<file path="src/rtl/bcd_conv_sched.sv">
// Round-robin scheduler sharing one sequential binary-to-BCD converter among NUM_CH requesters.
// One conversion in flight at a time; results come back tagged with the channel that asked.
module bcd_conv_sched #(
    parameter int NUM_CH  = 4,
    parameter int CH_W    = 2,
    parameter int TIMEOUT = 40,
    parameter int FLUSH   = 32
) (
    input  logic                 clk,
    input  logic                 rst,
    input  logic [NUM_CH-1:0]    req,
    input  logic [NUM_CH*12-1:0] bin_flat,
    output logic                 done,
    output logic [CH_W-1:0]      done_ch,
    output logic [15:0]          bcd_res,
    output logic                 timeout_err,
    output logic                 busy,
    output logic                 conv_en,
    output logic [11:0]          conv_bin,
    input  logic [15:0]          conv_bcd,
    input  logic                 conv_ready,
    output logic [2:0]           dbg_state
);
    // Handshake: req[k] is a level held (with a stable operand) until a done pulse tags channel k;
    // done is a single-cycle pulse and done_ch/bcd_res/timeout_err hold until the next one.
    localparam int FC_W = (FLUSH > 2) ? $clog2(FLUSH) : 1;
    localparam int TC_W = (TIMEOUT > 2) ? $clog2(TIMEOUT) : 1;
    localparam logic [FC_W-1:0] FLUSH_LAST = FC_W'(FLUSH - 1);
    localparam logic [TC_W-1:0] TMO_LAST   = TC_W'(TIMEOUT - 1);
    localparam logic [CH_W-1:0] CH_LAST    = CH_W'(NUM_CH - 1);

    typedef enum logic [2:0] {S_FLUSH, S_IDLE, S_START, S_WAIT, S_RESP} state_t;

    state_t          state_q, state_d;
    logic [FC_W-1:0] flush_cnt_q, flush_cnt_d;
    logic [TC_W-1:0] tmo_cnt_q, tmo_cnt_d;
    logic [CH_W-1:0] ptr_q, ptr_d;
    logic [CH_W-1:0] grant_q, grant_d;
    logic [CH_W-1:0] done_ch_q, done_ch_d;
    logic            conv_en_q, conv_en_d;
    logic [11:0]     conv_bin_q, conv_bin_d;
    logic [15:0]     bcd_res_q, bcd_res_d;
    logic            timeout_err_q, timeout_err_d;

    logic [2*NUM_CH-1:0] req_rot;
    logic                gnt_found;
    logic [CH_W-1:0]     gnt_idx;
    logic [11:0]         gnt_bin;
    int                  gnt_pos;

    // Rotating the doubled request vector puts the pointer's channel at bit 0.
    always_comb begin
        req_rot   = {req, req} >> ptr_q;
        gnt_found = 1'b0;
        gnt_pos   = 0;
        for (int i = 0; i < NUM_CH; i++) begin
            if (!gnt_found && req_rot[i]) begin
                gnt_found = 1'b1;
                gnt_pos   = int'(ptr_q) + i;
            end
        end
        if (gnt_pos >= NUM_CH) begin
            gnt_pos = gnt_pos - NUM_CH;
        end
        gnt_idx = CH_W'(gnt_pos);
        gnt_bin = '0;
        for (int i = 0; i < NUM_CH; i++) begin
            if (gnt_idx == CH_W'(i)) begin
                gnt_bin = bin_flat[i*12 +: 12];
            end
        end
    end

    always_comb begin
        state_d       = state_q;
        flush_cnt_d   = flush_cnt_q;
        tmo_cnt_d     = tmo_cnt_q;
        ptr_d         = ptr_q;
        grant_d       = grant_q;
        done_ch_d     = done_ch_q;
        conv_en_d     = conv_en_q;
        conv_bin_d    = conv_bin_q;
        bcd_res_d     = bcd_res_q;
        timeout_err_d = timeout_err_q;
        unique case (state_q)
            S_FLUSH: begin
                // The converter has no reset; let any stale run drain before trusting conv_ready.
                if (flush_cnt_q == FLUSH_LAST) begin
                    state_d = S_IDLE;
                end else begin
                    flush_cnt_d = flush_cnt_q + 1'b1;
                end
            end
            S_IDLE: begin
                if (gnt_found) begin
                    grant_d       = gnt_idx;
                    conv_bin_d    = gnt_bin;
                    conv_en_d     = 1'b1;
                    timeout_err_d = 1'b0;
                    state_d       = S_START;
                end
            end
            S_START: begin
                conv_en_d = 1'b0;
                tmo_cnt_d = '0;
                state_d   = S_WAIT;
            end
            S_WAIT: begin
                if (conv_ready) begin
                    bcd_res_d     = conv_bcd;
                    timeout_err_d = 1'b0;
                    done_ch_d     = grant_q;
                    state_d       = S_RESP;
                end else if (tmo_cnt_q == TMO_LAST) begin
                    bcd_res_d     = '0;
                    timeout_err_d = 1'b1;
                    done_ch_d     = grant_q;
                    state_d       = S_RESP;
                end else begin
                    tmo_cnt_d = tmo_cnt_q + 1'b1;
                end
            end
            S_RESP: begin
                ptr_d   = (grant_q == CH_LAST) ? '0 : grant_q + 1'b1;
                state_d = S_IDLE;
            end
            default: state_d = S_FLUSH;
        endcase
    end

    always_ff @(posedge clk or posedge rst) begin
        if (rst) begin
            state_q       <= S_FLUSH;
            flush_cnt_q   <= '0;
            tmo_cnt_q     <= '0;
            ptr_q         <= '0;
            grant_q       <= '0;
            done_ch_q     <= '0;
            conv_en_q     <= 1'b0;
            conv_bin_q    <= '0;
            bcd_res_q     <= '0;
            timeout_err_q <= 1'b0;
        end else begin
            state_q       <= state_d;
            flush_cnt_q   <= flush_cnt_d;
            tmo_cnt_q     <= tmo_cnt_d;
            ptr_q         <= ptr_d;
            grant_q       <= grant_d;
            done_ch_q     <= done_ch_d;
            conv_en_q     <= conv_en_d;
            conv_bin_q    <= conv_bin_d;
            bcd_res_q     <= bcd_res_d;
            timeout_err_q <= timeout_err_d;
        end
    end

    assign done        = (state_q == S_RESP);
    assign busy        = (state_q != S_IDLE);
    assign done_ch     = done_ch_q;
    assign bcd_res     = bcd_res_q;
    assign timeout_err = timeout_err_q;
    assign conv_en     = conv_en_q;
    assign conv_bin    = conv_bin_q;
    assign dbg_state   = state_q;
endmodule

</file>
<file path="config.mk">
export PLATFORM = sky130hd
export DESIGN_NAME = bcd_conv_sched
export DESIGN_NICKNAME = d
export VERILOG_FILES = /design/src/rtl/bcd_conv_sched.sv
export SDC_FILE = /design/constraint.sdc
export NUM_CORES = 1
export LEC_CHECK = 0
export BUFFER_PORTS_ARGS = -buffer_cell sky130_fd_sc_hd__buf_2
export CAP_MARGIN = 5
export CORE_MARGIN = 10
export CORE_UTILIZATION = 49
export DETAILED_ROUTE_END_ITERATION = 6
export PLACE_DENSITY = 0.81
export SETUP_SLACK_MARGIN = 0.3
export SLEW_MARGIN = 15
export SYNTH_ARGS = -nofsm -noshare
export SYNTH_HDL_FRONTEND = slang
export SYNTH_SLANG_ARGS = --single-unit
export TNS_END_PERCENT = 100
</file>
<file path="constraint.sdc">
create_clock -name clk -period 2.8 [get_ports clk]
set_clock_uncertainty 0.15 [all_clocks]
set_input_delay 0.14 -clock clk [delete_from_list [all_inputs] [get_ports clk]]
set_output_delay 0.14 -clock clk [all_outputs]
set_load 0.005 [all_outputs]
</file>
======== Word-level counts from Yosys, hierarchy flattened ========
Cells that the tools add are included.
Widths: inputs -> output; s select.
storage, ports and cells
  flip-flop bits (word level) ............. 50
  bits of input ports ..................... 71
  output and inout port bits .............. 37
  logic and storage cells ................. 87
operators by class
  add/subtract/negate cells ............... 7
  $lt $le $gt $ge ......................... 1
  equality and inequality tests ........... 16
  shifts and indexed selects .............. 1
  muxes and demuxes ....................... 32
  bitwise gates (word level) .............. 1
  reduce and logical (&&, ||, !) cells .... 19
operators by type and width
  operator             number
  $mux 32              3
  $mux 12              4
  $ge 32x4->1 const B  1
  $mux 16              2
  $pmux 3 s5           1
  $mux 3               4
  $mux 6               2
  $pmux 6 s2           1
  $mux 2               5
  $reduce_and 3->1     3
  $mux 1               8
  $ne 2x2->1 const B   4
  $reduce_and 2->1     4
  $reduce_bool 2->1    4
  $shr 8x2->4          1
  $add 2x2->3 const B  2
  $add 6x1->6 const B  1
  $eq 2x2->1 const B   3
  $eq 3x2->1 const B   2
  $eq 6x6->1 const B   1
  $add 5x1->5 const B  1
  $eq 5x5->1 const B   1
  $pmux 1 s2           2
  $add 2x1->3 const B  1
  other kinds (12)     16

======== Depth between registers and ports, before layout ========
  word-level depth ........................ 18
  gate-level depth with buffers ........... 8
  mapped depth without buffers ............ 7

======== Worst setup path before layout ========
Ideal clock, no wire load.
  path type ............................... register to register
  from .................................... reg flush_cnt_q[0]
  to ...................................... reg flush_cnt_q[1]
  setup time .............................. 0.125 ns
  arrival ................................. 1.645 ns
  data required time ...................... 2.525 ns
  slack ................................... 0.880 ns
  stages on the path, launching flop included .. 6
  buffers on the path ..................... 0
  period minus slack after synthesis ...... 1.920 ns
  path through ............................ dfrtp_1 ha_1 and3_1 ha_1 nor4_2 mux2_2
on the way
  word-level cells in the longest chain between the ends .. 3
  elaborated cells on any way between the ends .. 4
  classes of those cells .................. add/sub: 1; eq/ne: 1; bitwise: 1; reduce/logical: 1
RTL lines
  element                                                              line  source
  start: declaration                                                   35    logic [FC_W-1:0] flush_cnt_q, flush_cnt_d;
  start signal: assignment                                             145   flush_cnt_q <= flush_cnt_d;
  parallel branches: the longest is 3 deep, another holds $add 5x1->5  --
Parallel ways; which one is timed is not known.
A chain may end at the register's enable or synchronous reset.

======== Worst setup path after layout ========
  from .................................... reg ptr_q[1]
  to ...................................... reg conv_bin_q[3], in the netlist conv_bin[3]
on the way
  word-level cells in the longest chain between the ends .. 18
  elaborated cells on any way between the ends .. 30
  classes of those cells .................. add/sub: 4; order compare: 1; eq/ne: 3; shift: 1; mux: 13; reduce/logical: 8
RTL lines
  element                                     line    source
  start: declaration                          37      logic [CH_W-1:0] ptr_q, ptr_d;
  start signal: assignment                    147     ptr_q <= ptr_d;
  $shr 8x2->4                                 53      req_rot = {req, req} >> ptr_q;
  $mux 1                                      57      if (!gnt_found && req_rot[i]) begin
  $logic_not 1->1                             57
  $logic_and 1x1->1                           57
  $mux 1                                      57
  $logic_not 1->1                             57
  $logic_and 1x1->1                           57
  $mux 1                                      57
  $logic_not 1->1                             57
  $logic_and 1x1->1                           57
  $mux 32                                     57
  $ge 32x4->1 or $sub 2x1->2 (tied branches)  62, 63
  $mux 2                                      62      if (gnt_pos >= NUM_CH) begin
  $logic_not 2->1                             68      if (gnt_idx == CH_W'(i)) begin
  $mux 12 (4 in series)                       68
  end signal: assignment                      151     conv_bin_q <= conv_bin_d;
  end: declaration                            41      logic [11:0] conv_bin_q, conv_bin_d;
Several ways; a longest one is shown, not always the timed one.

==> results.json <==
{
  "fillCellCount": 413,
  "status": "finished, violations left",
  "clk_latency_ns": 0.31,
  "crit_chain": "mux2i_1, nor2_2, nor3_4, mux2i_1, o211ai_2",
  "cts-root-buf": "clkbuf_8",
  "hp-class": "primary input to flop",
  "arrival_ns": 2.35,
  "htreeDepth": 2,
  "syn_inst": 252,
  "numCtsBuffers": 5,
  "p_per_area_mw_per_mm2": 889,
  "most-common-layout-cells": "buf_2 (107), dfrtp_1 (50), dlygate4sd3_1 (33)",
  "path_common_cell": "mux2i_1",
  "setup_ws_ns": 0.465,
  "wl_per_cell_um": 17.8,
  "syn_to_final_growth_pct": 37.0,
  "final_common_cell": "buf_2",
  "ios": 108,
  "critPathMaxStageDelay_ns": 0.71,
  "drc": 0,
  "n_antenna_cell": 0,
  "ant_nets": 0,
  "rows": 27,
  "grt_start_max_net_pins": 51,
  "drtIter0Drc": 202,
  "grt_antenna_before_repair": 0,
  "synth-compound-area-share_pct": 23.0,
  "synth_simple_gate_area_share_pct": 14.4,
  "rsz0062_at_grt": "false",
  "dpl.hpwl_um": 5620,
  "setup_viol": 0,
  "path_buf_inv": 0,
  "fmax_mhz": 428,
  "vias": 2547,
  "violations": "negative hold slack",
  "cts.clk_slew.worst_paths_ns": 0.10,
  "avgSynthCellArea_um2": 10.8,
  "path_class": "flop to flop",
  "grt_pass1_vias": 2730,
  "dp_slack_ns": 0.520,
  "yosysSeqAreaShare_pct": 46.1,
  "ys_warn_count": 0,
  "cp_top_family": "simple AND/OR/NAND/NOR gates",
  "leakage_nw": 1.79,
  "synth_seq_cells": 50,
  "finalCriticalPeriod_ns": 2.33,
  "grt_pass1_wl_um": 13000,
  "post_cts_buffers": 0,
  "synth_cell_types": 47,
  "max-vdd-ir-drop_uv": 520,
  "initial_core_util_pct": 49.9,
  "nets": 459,
  "start_kind": "flop",
  "coreArea_mm2": 0.00544,
  "clockBufferDepth": 2,
  "tns_ns": 0,
  "drt_wl_total_um": 8130,
  "io_buffer_count": 107,
  "finalCritPeriodShare_pct": 83.4,
  "drive_gt1_share_pct": 37.4,
  "cap_violations": 0,
  "cp-end-kind": "flop",
  "synth_fa_ha_area_share_pct": 1.84,
  "viasPerCell": 5.57,
  "slew_headroom_pct": 32.3,
  "ctsHoldBuffers": 32,
  "die_w_um": 94.4,
  "postCtsResizedCells": 0,
  "power_mw": 3.31,
  "path_max_fanout": 13,
  "syn_nets": 327,
  "final_util_pct": 68.4,
  "finalHoldViolCount": 1,
  "worst_pin_slew_ns": 1.01,
  "worstPathRequired_ns": 2.82,
  "gp_congestion": 0.827,
  "rr_worst_depth": 5,
  "cp_slowest_cell": "nor3_4",
  "die_height_um": 94.4,
  "synthesis.area_mm2": 0.00272,
  "r2r_setup_slack_ns": 0.47,
  "cp.depth": 5,
  "dieArea_mm2": 0.00892,
  "gr-total-overflow": 0,
  "cts_tree": "yes",
  "cts_sinks": 50,
  "synthXorXnorAreaFrac_pct": 1.61,
  "worst_hold_slack_ns": -0.00368,
  "grt_use_total_pct": 18.0,
  "synth_top_family_by_area": "compound AO/OA/AOI/OAI gates",
  "synthMuxAreaShare_pct": 7.70,
  "hold_depth": 3,
  "finalMaxSlewViolations": 0,
  "first_pass_iters": 4
}
[final cells by class]
cell class	instances	area, um2	share of cell area, %
repair buffers	145	903	24.3
clock buffers	5	68.8	1.85
multi-input cells	177	1320	35.5
clock inverters	3	68.8	1.85
flip-flops and latches	50	1250	33.6
well taps	72	90.1	2.42
inverters	5	18.8	0.505
[state kept, by name, indices dropped and copies added, names as in the netlist]
name	flops
bcd_res	16
conv_bin	12
conv_en	1
dbg_state	3
done_ch	2
flush_cnt_q	5
grant_q	2
ptr_q	2
timeout_err	1
tmo_cnt_q	6
[cells in the mapped netlist (all sizes together)]
cell type  count  share of area, %
xor2           1              0.32
xnor2          4               1.3
o21ai          8               1.5
nor3           2              0.78
nand2         26               3.6
nand3          2              0.55
a211o         12               3.9
mux2i         13               4.8
or4            1              0.41
a41o           1              0.37
and2b          1              0.28
a21o           1              0.28
o31ai         13               3.6
o211ai        12               5.0
a22o          19               6.1
a22oi          1              0.28
and3           3              0.88
a211oi         1              0.28
nor2b          2              0.46
inv            5              0.69
clkbuf         4              0.55
buf           16               4.1
or2            1              0.23
o2bb2ai        1              0.32
a21oi          7               1.4
ha             4               1.8
mux2           7               2.9
dfrtp         50                46
nor2          11               1.6
nand2b         6               1.4
nor4           1              0.46
nand4         14               3.2
or3            1              0.23
nand4b         1              0.32
[worst reg2reg max path, delay by kind of cell (launching register included)]
| kind | cells | cell delay [ns] |
|---|---|---|
| multiplexers | 2 | 0.60 |
| AO/OA/AOI/OAI | 1 | 0.09 |
| flip-flops | 1 | 0.47 |
| AND/OR/NAND/NOR | 2 | 0.87 |
[path summary, 6_finish.rpt]
kind / from / to
min reg2reg: flush_cnt_q[3] / flush_cnt_q[3]
min: bin_flat[10] / conv_bin[10]
max reg2reg: ptr_q[1] / conv_bin[3]
max: ptr_q[1] / conv_bin[3]
min in group asynchronous: rst / done_ch[1]
max in group asynchronous: rst / tmo_cnt_q[3]
[logic make-up after synthesis]
family	count (synthesis)
flops	50
buf+inv	25
xor+xnor	5
compound gates	76
simple gates	72
mux	20
fa+ha+maj	4
[per-stage QoR]
step	cells	area, um2
6_report	457	3720
5_1_grt	457	3720
4_1_cts	456	3710
3_5_place_dp	416	3250
3_3_place_gp	416	3250
2_1_floorplan	252	2720
[where the power goes]
| part | internal, mW | leakage [nW] | switching (mW) |
|---|---|---|---|
| Sequential | 1.00 | 0.612 | 0.186 |
| Clock | 0.358 | 0.0683 | 0.249 |
| Combinational | 0.703 | 1.11 | 0.806 |
| Total | 2.06 | 1.79 | 1.24 |
[layer usage]
| metal | track usage, % | vias up | share of wire [%] |
|---|---|---|---|
| met2 | 29.7 | 119 | 49 |
| met1 | 20.8 | 1198 | 40 |
| met5 | 0 | - | 0 |
| met4 | 6.33 | 0 | 2.6 |
| met3 | 6.90 | 21 | 8.1 |
| li1 | - | 1209 | - |
Power figures use the tool's default switching activity.
